[src/rtl/xaui_link_ctrl_if.sv]
// Core-side bundle between the XAUI bring-up sequencer and the XAUI core.
// master = sequencer (drives configuration), slave = core (reports status).
interface xaui_link_ctrl_if;
   logic [6:0] configuration_vector;
   logic       mgt_tx_ready;
   logic [3:0] sync_status;
   logic       align_status;
   logic [7:0] status_vector;

   modport master (
      output configuration_vector,
      input  mgt_tx_ready,
      input  sync_status,
      input  align_status,
      input  status_vector
   );

   modport slave (
      input  configuration_vector,
      output mgt_tx_ready,
      output sync_status,
      output align_status,
      output status_vector
   );
endinterface

[src/rtl/xaui_link_ctrl.sv]
// XAUI bring-up/supervision sequencer (clk156 domain): drives the core configuration,
// qualifies sync/alignment before declaring link up, retries on timeout, counts link drops.
module xaui_link_ctrl #(
   parameter int unsigned SYNC_TIMEOUT  = 156250,
   parameter int unsigned STABLE_CYCLES = 1024,
   parameter int unsigned MAX_RETRY     = 8,
   parameter int unsigned CNT_W         = 16
) (
   input  logic               clk156,
   input  logic               reset,
   input  logic               restart,
   input  logic               cfg_loopback,
   input  logic               cfg_power_down,
   input  logic               cfg_test_enable,
   input  logic [1:0]         cfg_test_select,
   xaui_link_ctrl_if.master   core,
   output logic               link_up,
   output logic               link_fail,
   output logic [2:0]         state_o,
   output logic [7:0]         retry_count,
   output logic [CNT_W-1:0]   drop_count
);

   typedef enum logic [2:0] {
      ST_RST        = 3'd0,
      ST_WAIT_TX    = 3'd1,
      ST_CLR        = 3'd2,
      ST_WAIT_SYNC  = 3'd3,
      ST_WAIT_ALIGN = 3'd4,
      ST_QUAL       = 3'd5,
      ST_UP         = 3'd6,
      ST_FAIL       = 3'd7
   } state_t;

   localparam int unsigned TMAX = (SYNC_TIMEOUT > STABLE_CYCLES) ? SYNC_TIMEOUT : STABLE_CYCLES;
   localparam int unsigned TW   = $clog2(TMAX + 1);

   state_t            state, state_nxt;
   logic [TW-1:0]     timer, timer_nxt;
   logic [7:0]        retry_nxt;
   logic [CNT_W-1:0]  drop_nxt, drop_inc;
   logic [6:0]        cfg_q;
   logic              sync_all, good, timeout;

   assign sync_all = &core.sync_status;
   assign good     = sync_all & core.align_status & (core.status_vector == 8'hFC);
   assign drop_inc = (drop_count == '1) ? drop_count : drop_count + 1'b1;

   always_comb begin
      state_nxt = state;
      retry_nxt = retry_count;
      drop_nxt  = drop_count;
      timeout   = 1'b0;

      if (restart) begin
         state_nxt = ST_RST;
         retry_nxt = '0;
      end else if (cfg_power_down) begin
         state_nxt = ST_RST;
      end else if (!core.mgt_tx_ready &&
                   (state inside {ST_CLR, ST_WAIT_SYNC, ST_WAIT_ALIGN, ST_QUAL, ST_UP})) begin
         state_nxt = ST_WAIT_TX;
         if (state == ST_UP) drop_nxt = drop_inc;
      end else begin
         // Advance conditions are tested before the timer so a same-cycle timeout loses.
         unique case (state)
            ST_RST:       state_nxt = ST_WAIT_TX;
            ST_WAIT_TX:   if (core.mgt_tx_ready) state_nxt = ST_CLR;
            ST_CLR:       state_nxt = ST_WAIT_SYNC;
            ST_WAIT_SYNC: begin
               if (sync_all)                              state_nxt = ST_WAIT_ALIGN;
               else if (timer == TW'(SYNC_TIMEOUT - 1))   timeout   = 1'b1;
            end
            ST_WAIT_ALIGN: begin
               if (core.align_status)                     state_nxt = ST_QUAL;
               else if (!sync_all)                        state_nxt = ST_WAIT_SYNC;
               else if (timer == TW'(SYNC_TIMEOUT - 1))   timeout   = 1'b1;
            end
            ST_QUAL: begin
               if (!good)                                 timeout   = 1'b1;
               else if (timer == TW'(STABLE_CYCLES - 1))  state_nxt = ST_UP;
            end
            ST_UP: begin
               if (!good) begin
                  state_nxt = ST_CLR;
                  drop_nxt  = drop_inc;
               end
            end
            ST_FAIL:      state_nxt = ST_FAIL;
            default:      state_nxt = ST_RST;
         endcase

         if (timeout) begin
            if (retry_count == 8'(MAX_RETRY - 1)) begin
               state_nxt = ST_FAIL;
               retry_nxt = 8'(MAX_RETRY);
            end else begin
               state_nxt = ST_CLR;
               retry_nxt = retry_count + 8'd1;
            end
         end
      end

      if (state_nxt == ST_UP && state != ST_UP) retry_nxt = '0;
   end

   // Timer restarts on any state change and saturates instead of wrapping.
   always_comb begin
      timer_nxt = timer;
      if (state_nxt != state)
         timer_nxt = '0;
      else if ((state inside {ST_WAIT_SYNC, ST_WAIT_ALIGN, ST_QUAL}) && timer != '1)
         timer_nxt = timer + 1'b1;
   end

   always_ff @(posedge clk156) begin
      if (reset) begin
         state       <= ST_RST;
         timer       <= '0;
         retry_count <= '0;
         drop_count  <= '0;
         cfg_q       <= '0;
         link_up     <= 1'b0;
         link_fail   <= 1'b0;
      end else begin
         state       <= state_nxt;
         timer       <= timer_nxt;
         retry_count <= retry_nxt;
         drop_count  <= drop_nxt;
         cfg_q       <= {cfg_test_select, cfg_test_enable, {2{state_nxt == ST_CLR}},
                         cfg_power_down, cfg_loopback};
         link_up     <= (state_nxt == ST_UP);
         link_fail   <= (state_nxt == ST_FAIL);
      end
   end

   assign state_o                   = state;
   assign core.configuration_vector = cfg_q;

endmodule

[src/flat_wrapper.sv]
// flat-port wrapper written by rule: the top's interface ports become plain ports
module xaui_link_ctrl_flat 
#(
   parameter int unsigned SYNC_TIMEOUT  = 156250,
   parameter int unsigned STABLE_CYCLES = 1024,
   parameter int unsigned MAX_RETRY     = 8,
   parameter int unsigned CNT_W         = 16
)
  (clk156, reset, restart, cfg_loopback, cfg_power_down, cfg_test_enable, cfg_test_select, link_up, link_fail, state_o, retry_count, drop_count, core_configuration_vector, core_mgt_tx_ready, core_sync_status, core_align_status, core_status_vector);
  xaui_link_ctrl_if core_i ();
  input  logic clk156;
  input  logic reset;
  input  logic restart;
  input  logic cfg_loopback;
  input  logic cfg_power_down;
  input  logic cfg_test_enable;
  input  logic [1:0] cfg_test_select;
  output logic link_up;
  output logic link_fail;
  output logic [2:0] state_o;
  output logic [7:0] retry_count;
  output logic [CNT_W-1:0] drop_count;
  output wire logic [$bits(core_i.configuration_vector)-1:0] core_configuration_vector;
  input wire logic [$bits(core_i.mgt_tx_ready)-1:0] core_mgt_tx_ready;
  input wire logic [$bits(core_i.sync_status)-1:0] core_sync_status;
  input wire logic [$bits(core_i.align_status)-1:0] core_align_status;
  input wire logic [$bits(core_i.status_vector)-1:0] core_status_vector;
  assign core_configuration_vector = core_i.configuration_vector;
  assign core_i.mgt_tx_ready = core_mgt_tx_ready;
  assign core_i.sync_status = core_sync_status;
  assign core_i.align_status = core_align_status;
  assign core_i.status_vector = core_status_vector;
  xaui_link_ctrl #(.SYNC_TIMEOUT(SYNC_TIMEOUT), .STABLE_CYCLES(STABLE_CYCLES), .MAX_RETRY(MAX_RETRY), .CNT_W(CNT_W)) u_core (.clk156(clk156), .reset(reset), .restart(restart), .cfg_loopback(cfg_loopback), .cfg_power_down(cfg_power_down), .cfg_test_enable(cfg_test_enable), .cfg_test_select(cfg_test_select), .core(core_i), .link_up(link_up), .link_fail(link_fail), .state_o(state_o), .retry_count(retry_count), .drop_count(drop_count));
endmodule
[config.mk]
export PLATFORM = sky130hd
export DESIGN_NAME = xaui_link_ctrl_flat
export DESIGN_NICKNAME = d
export VERILOG_FILES = /design/src/rtl/xaui_link_ctrl_if.sv /design/src/rtl/xaui_link_ctrl.sv /design/src/flat_wrapper.sv
export SDC_FILE = /design/constraint.sdc
export NUM_CORES = 1
export LEC_CHECK = 0
export ABC_AREA = 1
export CAP_MARGIN = 15
export CORE_UTILIZATION = 49
export DETAILED_ROUTE_END_ITERATION = 10
export GPL_TIMING_DRIVEN = 1
export PLACE_DENSITY = 0.77
export REMOVE_ABC_BUFFERS = 1
export SLEW_MARGIN = 40
export SYNTH_ARGS = -nofsm -noshare
export SYNTH_HDL_FRONTEND = slang
export SYNTH_SLANG_ARGS = --single-unit
[constraint.sdc]
create_clock -name clk156 -period 1.83 [get_ports clk156]
set_input_delay 0.366 -clock clk156 [delete_from_list [all_inputs] [get_ports clk156]]
set_output_delay 0.366 -clock clk156 [all_outputs]
set_load 0.05 [all_outputs]
**Word-level counts from Yosys, hierarchy flattened**

Index checks and enable logic that the tools add are counted.

- Register bits after elaboration: 54
- Input bits: 22

- Equal/unequal tests: 19
- Reductions and logical operators: 12
- Add/subtract/negate cells: 3
- Bitwise gates (word level): 5
- Mux-type cells: 28

Operators with widths:

| operator | count |
|---|---|
| 16-bit 2-to-1 mux | 5 |
| 3-bit 2-to-1 mux | 12 |
| 3-bit case mux with 8 select lines | 1 |
| 18-bit by 1-bit adder with 18-bit output (second input constant) | 1 |
| 18-bit by 10-bit equality test with 1-bit output (second input constant) | 1 |
| 18-bit equality test (second input constant) | 1 |
| 3-bit equality test (second input constant) | 6 |
| 18-bit inequality test (second input constant) | 1 |
| 16-bit by 1-bit adder with 16-bit output (second input constant) | 1 |
| 16-bit equality test (second input constant) | 1 |
| 3-bit by 2-bit equality test with 1-bit output (second input constant) | 3 |
| 8-bit by 1-bit adder with 8-bit output (second input constant) | 1 |
| 8-bit by 3-bit equality test with 1-bit output (second input constant) | 1 |
| 8-bit equality test (second input constant) | 1 |
| 1-bit 2-to-1 mux | 8 |
| 8-bit 2-to-1 mux | 1 |
| 4-bit AND reduction | 2 |
| 5-bit nonzero test | 1 |
| 3-bit by 1-bit equality test with 1-bit output (second input constant) | 1 |
| 1-bit logical AND | 3 |
| 3-bit logical NOT | 1 |
| 3-bit inequality test | 1 |
| 3-bit inequality test (second input constant) | 1 |
| 1-bit inverter | 3 |
| 8 further kinds | 9 |

**Depth between registers and ports, before layout**

- Depth after elaboration: 15
- Mapped depth: 16

**Worst setup path after synthesis**

OpenSTA, ideal clock, no wires.

- Path kind: register to register
- Start point: register u_core.drop_count[0]
- End point: register u_core.drop_count[1]
- Required time: 1.714 ns
- Buffers on the path: 1
- Path slack: -0.338 ns
- Cell stages (with the launch flop): 12
- Arrival time: 2.052 ns
- Library setup time: 0.116 ns
- Period minus slack after synthesis: 2.168 ns
- Cell sequence: dfxtp_1 > ha_1 > inv_1 > nor4_2 > nand2_1 > nor2_1 > nand2_1 > nand3_1 > inv_2 > buf_2 > nor2_1 > nor2_1

- Word-level cells in the longest chain between the ends: 5
- Elaborated cells on any way between the ends: 7
- Those cells by class: 1 x add/sub; 1 x eq/ne; 5 x mux

RTL lines:

| item | RTL line | source |
|---|---|---|
| start, declared | xaui_link_ctrl.sv:21 | `output logic [CNT_W-1:0] drop_count` |
| start signal, assigned | xaui_link_ctrl.sv:129 | `drop_count <= drop_nxt;` |
| 16-bit by 1-bit adder with 16-bit output / 16-bit equality test (equally long branches) | xaui_link_ctrl.sv:47 | `assign drop_inc = (drop_count == '1) ? drop_count : drop_count + 1'b1;` |
| 16-bit 2-to-1 mux (*) | xaui_link_ctrl.sv:47 |  |
| 16-bit 2-to-1 mux | xaui_link_ctrl.sv:84 | `if (!good) begin` |
| 16-bit 2-to-1 mux | xaui_link_ctrl.sv:66 | `unique case (state)` |
| 16-bit 2-to-1 mux (*) | xaui_link_ctrl.sv:60 | `end else if (!core.mgt_tx_ready &&` |

Mark *: on every way between the ends. The rest lies on a longest branch, timed or not. The select of a mux whose other input is x is not followed.
A chain may end at the register's enable or synchronous reset.

**Worst setup path in the final report**

- Start point: register u_core.timer[1]
- End point: register u_core.link_up

- Word-level cells in the longest chain between the ends: 13
- Elaborated cells on any way between the ends: 18
- Those cells by class: 3 x eq/ne; 15 x mux

RTL lines:

| item | RTL line | source |
|---|---|---|
| start, declared | xaui_link_ctrl.sv:39 | `logic [TW-1:0] timer, timer_nxt;` |
| start signal, assigned | xaui_link_ctrl.sv:127 | `timer <= timer_nxt;` |
| 18-bit equality test | xaui_link_ctrl.sv:72, xaui_link_ctrl.sv:77 |  |
| 1-bit 2-to-1 mux | xaui_link_ctrl.sv:72, xaui_link_ctrl.sv:77 |  |
| 1-bit 2-to-1 mux | xaui_link_ctrl.sv:76 | `else if (!sync_all) state_nxt = ST_WAIT_SYNC;` |
| 1-bit 2-to-1 mux | xaui_link_ctrl.sv:75 | `if (core.align_status) state_nxt = ST_QUAL;` |
| 1-bit case mux with 3 select lines | xaui_link_ctrl.sv:66 |  |
| 1-bit 2-to-1 mux | xaui_link_ctrl.sv:60 |  |
| 1-bit 2-to-1 mux | xaui_link_ctrl.sv:58 | `end else if (cfg_power_down) begin` |
| 1-bit 2-to-1 mux | xaui_link_ctrl.sv:55 | `if (restart) begin` |
| 3-bit 2-to-1 mux (*) | xaui_link_ctrl.sv:93 | `if (timeout) begin` |
| 3-bit 2-to-1 mux (*) | xaui_link_ctrl.sv:60 |  |
| 3-bit 2-to-1 mux (*) | xaui_link_ctrl.sv:58 |  |
| 3-bit 2-to-1 mux (*) | xaui_link_ctrl.sv:55 |  |
| 3-bit equality test (*) | xaui_link_ctrl.sv:132 | `link_up <= (state_nxt == ST_UP);` |
| end signal, assigned | xaui_link_ctrl.sv:132 |  |
| end, declared | xaui_link_ctrl.sv:17 | `output logic link_up,` |

Marks and branches as above.

==> impl_metrics.prom <==
# TYPE chip_impl_metric gauge
chip_impl_metric{name="ff2ff_setup_slack",unit="ps"} -200
chip_impl_metric{name="grt_usage",unit="%"} 28.7
chip_impl_info{name="yosys.area.top_type",value="sky130_fd_sc_hd__dfxtp_1"} 1
chip_impl_metric{name="drt_first_pass_iters",unit=""} 6
chip_impl_metric{name="cts_max_path_buffers",unit=""} 2
chip_impl_metric{name="finalWorstSetupSlack",unit="ps"} -199
chip_impl_metric{name="area_of_the_die",unit="um2"} 7500
chip_impl_metric{name="grt_first_pass_wirelength",unit="mm"} 17.0
chip_impl_metric{name="maxCapViolations",unit=""} 0
chip_impl_metric{name="number_of_global_route_vias_before_repair",unit=""} 3844
chip_impl_metric{name="synth.yosys.warnings",unit=""} 0
chip_impl_metric{name="worst_pin_slew",unit="ps"} 519
chip_impl_metric{name="hold_violations",unit=""} 0
chip_impl_info{name="worst_setup_path_endpoint",value="u_core.link_up"} 1
chip_impl_info{name="unrepaired_setup_endpoints_after_global_routing",value="yes"} 1
chip_impl_info{name="violations",value="setup timing"} 1
chip_impl_metric{name="postPlaceCellArea",unit="um2"} 4690
chip_impl_info{name="beginning_of_the_critical_path",value="u_core.timer[1]"} 1
chip_impl_metric{name="clock_tree.htree_level_count",unit=""} 2
chip_impl_metric{name="post-route-min-period",unit="ps"} 2030
chip_impl_metric{name="remaining_drcs",unit=""} 0
chip_impl_metric{name="die_width",unit="um"} 86.6
chip_impl_metric{name="syn_inst",unit=""} 520
chip_impl_info{name="min-delay-path-class",value="reg -> reg"} 1
chip_impl_metric{name="die_h",unit="um"} 86.6
chip_impl_metric{name="finalNetCount",unit=""} 692
chip_impl_metric{name="start_util",unit="%"} 51.1
chip_impl_metric{name="area_delta_synth_final",unit="%"} 53.0
chip_impl_metric{name="num_io_pins",unit=""} 58
chip_impl_metric{name="finalWirelength",unit="mm"} 11.4
chip_impl_metric{name="cts_buffers",unit=""} 5
chip_impl_metric{name="timing.critical_path.arrival",unit="ps"} 2250
chip_impl_metric{name="power.static_leakage",unit="nW"} 2.30
chip_impl_metric{name="required",unit="ps"} 2050
chip_impl_metric{name="timing.critical_path.fanout_max",unit=""} 5
chip_impl_metric{name="final_core_util",unit="%"} 78.1
chip_impl_metric{name="maxSlewViolCount",unit=""} 0
chip_impl_info{name="run_status",value="finished with violations"} 1
chip_impl_metric{name="netlist-cell-type-count",unit=""} 39
chip_impl_metric{name="worst_setup_hold_path_clk_slew",unit="ps"} 110
chip_impl_metric{name="synth_seq_area_share",unit="%"} 30.2
chip_impl_metric{name="timing.fmax",unit="MHz"} 493
chip_impl_metric{name="number_of_setup_violations_in_the_final_report",unit=""} 31
chip_impl_metric{name="post_drt_wl_per_cell",unit="um"} 14.9
chip_impl_metric{name="standard_cell_core_area",unit="um2"} 6870
chip_impl_metric{name="totalPowerFinal",unit="mW"} 2.15
chip_impl_metric{name="synth_seq_cells",unit=""} 53
chip_impl_metric{name="synth_enable_flop_cells",unit=""} 0
chip_impl_info{name="endpoint_kind",value="flop"} 1
chip_impl_metric{name="rows",unit=""} 30
chip_impl_metric{name="stdcell_area",unit="um2"} 5370
chip_impl_metric{name="insertion_delay",unit="ps"} 330
chip_impl_metric{name="insertedDiodeCount",unit=""} 0
chip_impl_metric{name="reg2reg_depth",unit=""} 11
chip_impl_metric{name="irDropWorstVdd",unit="uV"} 388
chip_impl_metric{name="portBuffers",unit=""} 57
chip_impl_metric{name="post_synth_arst_share",unit="%"} 0
chip_impl_metric{name="route.detailed.vias_per_inst",unit=""} 5.41
chip_impl_metric{name="maxSlewHeadroom",unit="%"} 65.3
chip_impl_metric{name="antenna_found_initial",unit=""} 0
chip_impl_metric{name="nFillCells",unit=""} 484
chip_impl_metric{name="setup_total_negative_slack",unit="ps"} -4680
chip_impl_metric{name="worst_case_clock_skew",unit="ps"} 7.50
chip_impl_metric{name="timing.final.crit_share",unit="%"} 111
chip_impl_metric{name="post_synth.cell_area_avg",unit="um2"} 6.75
chip_impl_metric{name="drive_gt1_share",unit="%"} 36.4
chip_impl_info{name="worstReg2RegStart",value="u_core.timer[1]"} 1
chip_impl_metric{name="gp_congestion",unit=""} 0.908
chip_impl_metric{name="grt_max_degree",unit=""} 19
chip_impl_metric{name="syn_area",unit="um2"} 3510
chip_impl_metric{name="power.density_cell_area",unit="nW/um2"} 401
chip_impl_metric{name="antenna_violating_nets_post_route",unit=""} 0
chip_impl_info{name="synthTopCellsByArea",value="sky130_fd_sc_hd__dfxtp_1, sky130_fd_sc_hd__nand2_1, sky130_fd_sc_hd__inv_1"} 1
chip_impl_info{name="tritoncts_clock_tree",value="done"} 1
chip_impl_metric{name="drt_iter0_markers",unit=""} 224
chip_impl_metric{name="num_vias",unit=""} 4127
chip_impl_metric{name="cts_num_sinks",unit=""} 53
chip_impl_metric{name="globalRouteOverflowTotal",unit=""} 0
chip_impl_metric{name="post-synth-top-area-fraction",unit="%"} 30.2
chip_impl_metric{name="place.detailed.hpwl",unit="mm"} 7.17
chip_impl_info{name="synth-main-ff-cell",value="sky130_fd_sc_hd__dfxtp_1"} 1
chip_impl_info{name="cts_root_buffer",value="sky130_fd_sc_hd__clkbuf_8"} 1
chip_impl_info{name="critical_path.reg2reg.endpoint",value="u_core.link_up"} 1
chip_impl_info{name="timing.critical_path.from_type",value="flop"} 1
chip_impl_info{name="worst-setup-path-type",value="reg -> reg"} 1
[critical path, stage by stage, from the launching register on]
cell,delay (ps)
sky130_fd_sc_hd__dfxtp_2,360
sky130_fd_sc_hd__buf_4,120
sky130_fd_sc_hd__ha_4,140
sky130_fd_sc_hd__nand3_4,90
sky130_fd_sc_hd__nor3_4,250
sky130_fd_sc_hd__nand3_1,120
sky130_fd_sc_hd__nand2_1,80
sky130_fd_sc_hd__nand2_1,60
sky130_fd_sc_hd__nand2_2,80
sky130_fd_sc_hd__nand3_4,130
sky130_fd_sc_hd__buf_4,170
sky130_fd_sc_hd__nor4_1,300
[flip-flops by register name (all words and copies together), names as in the netlist]
register / flops
u_core.core.configuration_vector: 6
u_core.drop_count: 16
u_core.link_fail: 1
u_core.link_up: 1
u_core.retry_count: 8
u_core.state_o: 3
u_core.timer: 18
[cell usage in the layout, fill, tap and decap left out, types with 16 or more instances in the layout]
| cell | n |
|---|---|
| sky130_fd_sc_hd__buf_4 | 105 |
| sky130_fd_sc_hd__nand2_1 | 104 |
| sky130_fd_sc_hd__inv_1 | 66 |
| sky130_fd_sc_hd__nor2_1 | 49 |
| sky130_fd_sc_hd__dfxtp_1 | 43 |
| sky130_fd_sc_hd__nand3_1 | 37 |
| sky130_fd_sc_hd__a21oi_1 | 21 |
| sky130_fd_sc_hd__nor3_2 | 18 |
| sky130_fd_sc_hd__nor3_1 | 17 |
| sky130_fd_sc_hd__nand2_2 | 16 |
[synthesized netlist by cell type, drive strengths merged (2+ instances only)]
cell and instances:
nor3 42, xor2 14, dfxtp 53, inv 78
nor4 6, xnor2 6, nand3 48, nand3b 3
ha 4, nor2 69, a21oi 21, nand4 4
o21ai 22, buf 10, clkbuf 3, a31oi 2
nand2 129
[through the flow]
step	cells	hold WS (ps)	worst slack, ps
2_1_floorplan	507	435	-614
3_3_place_gp	738	466	-490
3_5_place_dp	738	496	-581
4_1_cts	753	512	-88.2
5_1_grt	763	529	-250
6_report	763	506	-199
[logic make-up after synthesis]
kind of cell | after synthesis | synth area share [%]
adders and majority gates | 4 | 1.43
DFF | 53 | 30.2
and+or+nand+nor | 304 | 44.7
xor gates and xnor gates | 20 | 4.99
buffers and inverters | 92 | 11.4
AOI/OAI and AO/OA | 47 | 7.24
[what timing repair did]
action,4_1_cts,5_1_grt
endpoints found under the setup margin,47,51
setup buffers,6,9
resized for setup,62,62
hold buffers,0,0
pin swaps,14,9
gates cloned,1,1
[how the worst min path moves through the flow]
stage	from	to	depth (start not counted)
3_3_place_gp	u_core.drop_count[15]	u_core.drop_count[15]	2
3_5_place_dp	u_core.drop_count[13]	u_core.drop_count[13]	2
6_report	u_core.drop_count[15]	u_core.drop_count[15]	2
4_1_cts	u_core.drop_count[15]	u_core.drop_count[15]	2
5_1_grt	u_core.retry_count[5]	u_core.retry_count[5]	2
2_1_floorplan	reset	u_core.drop_count[10]	1
[power by group]
part	internal [mW]	switching, mW	total, mW
clock network	0.278	0.454	0.731
registers	1.16	0.00469	1.16
logic	0.110	0.148	0.258
[area by class of cell]
| cell class | count | area [um2] | share of cell area, % |
|---|---|---|---|
| clock buffer | 5 | 68.8 | 1.28 |
| sequential | 53 | 1080 | 20.1 |
| tap | 96 | 120 | 2.24 |
| clock inverter | 3 | 25.0 | 0.466 |
| timing repair buffer | 151 | 1340 | 24.9 |
| multi-input combinational | 376 | 2420 | 45.2 |
| inverter | 79 | 312 | 5.81 |
[metal layers]
metal / track usage, % / wire (um) / up-vias
li1: - / - / 1949
met1: 31.7 / 4310 / 1949
met2: 53.8 / 5890 / 181
met3: 5.62 / 720 / 48
met4: 11.4 / 443 / 0
met5: 0 / 0 / -
Power figures use the tool's default switching activity.
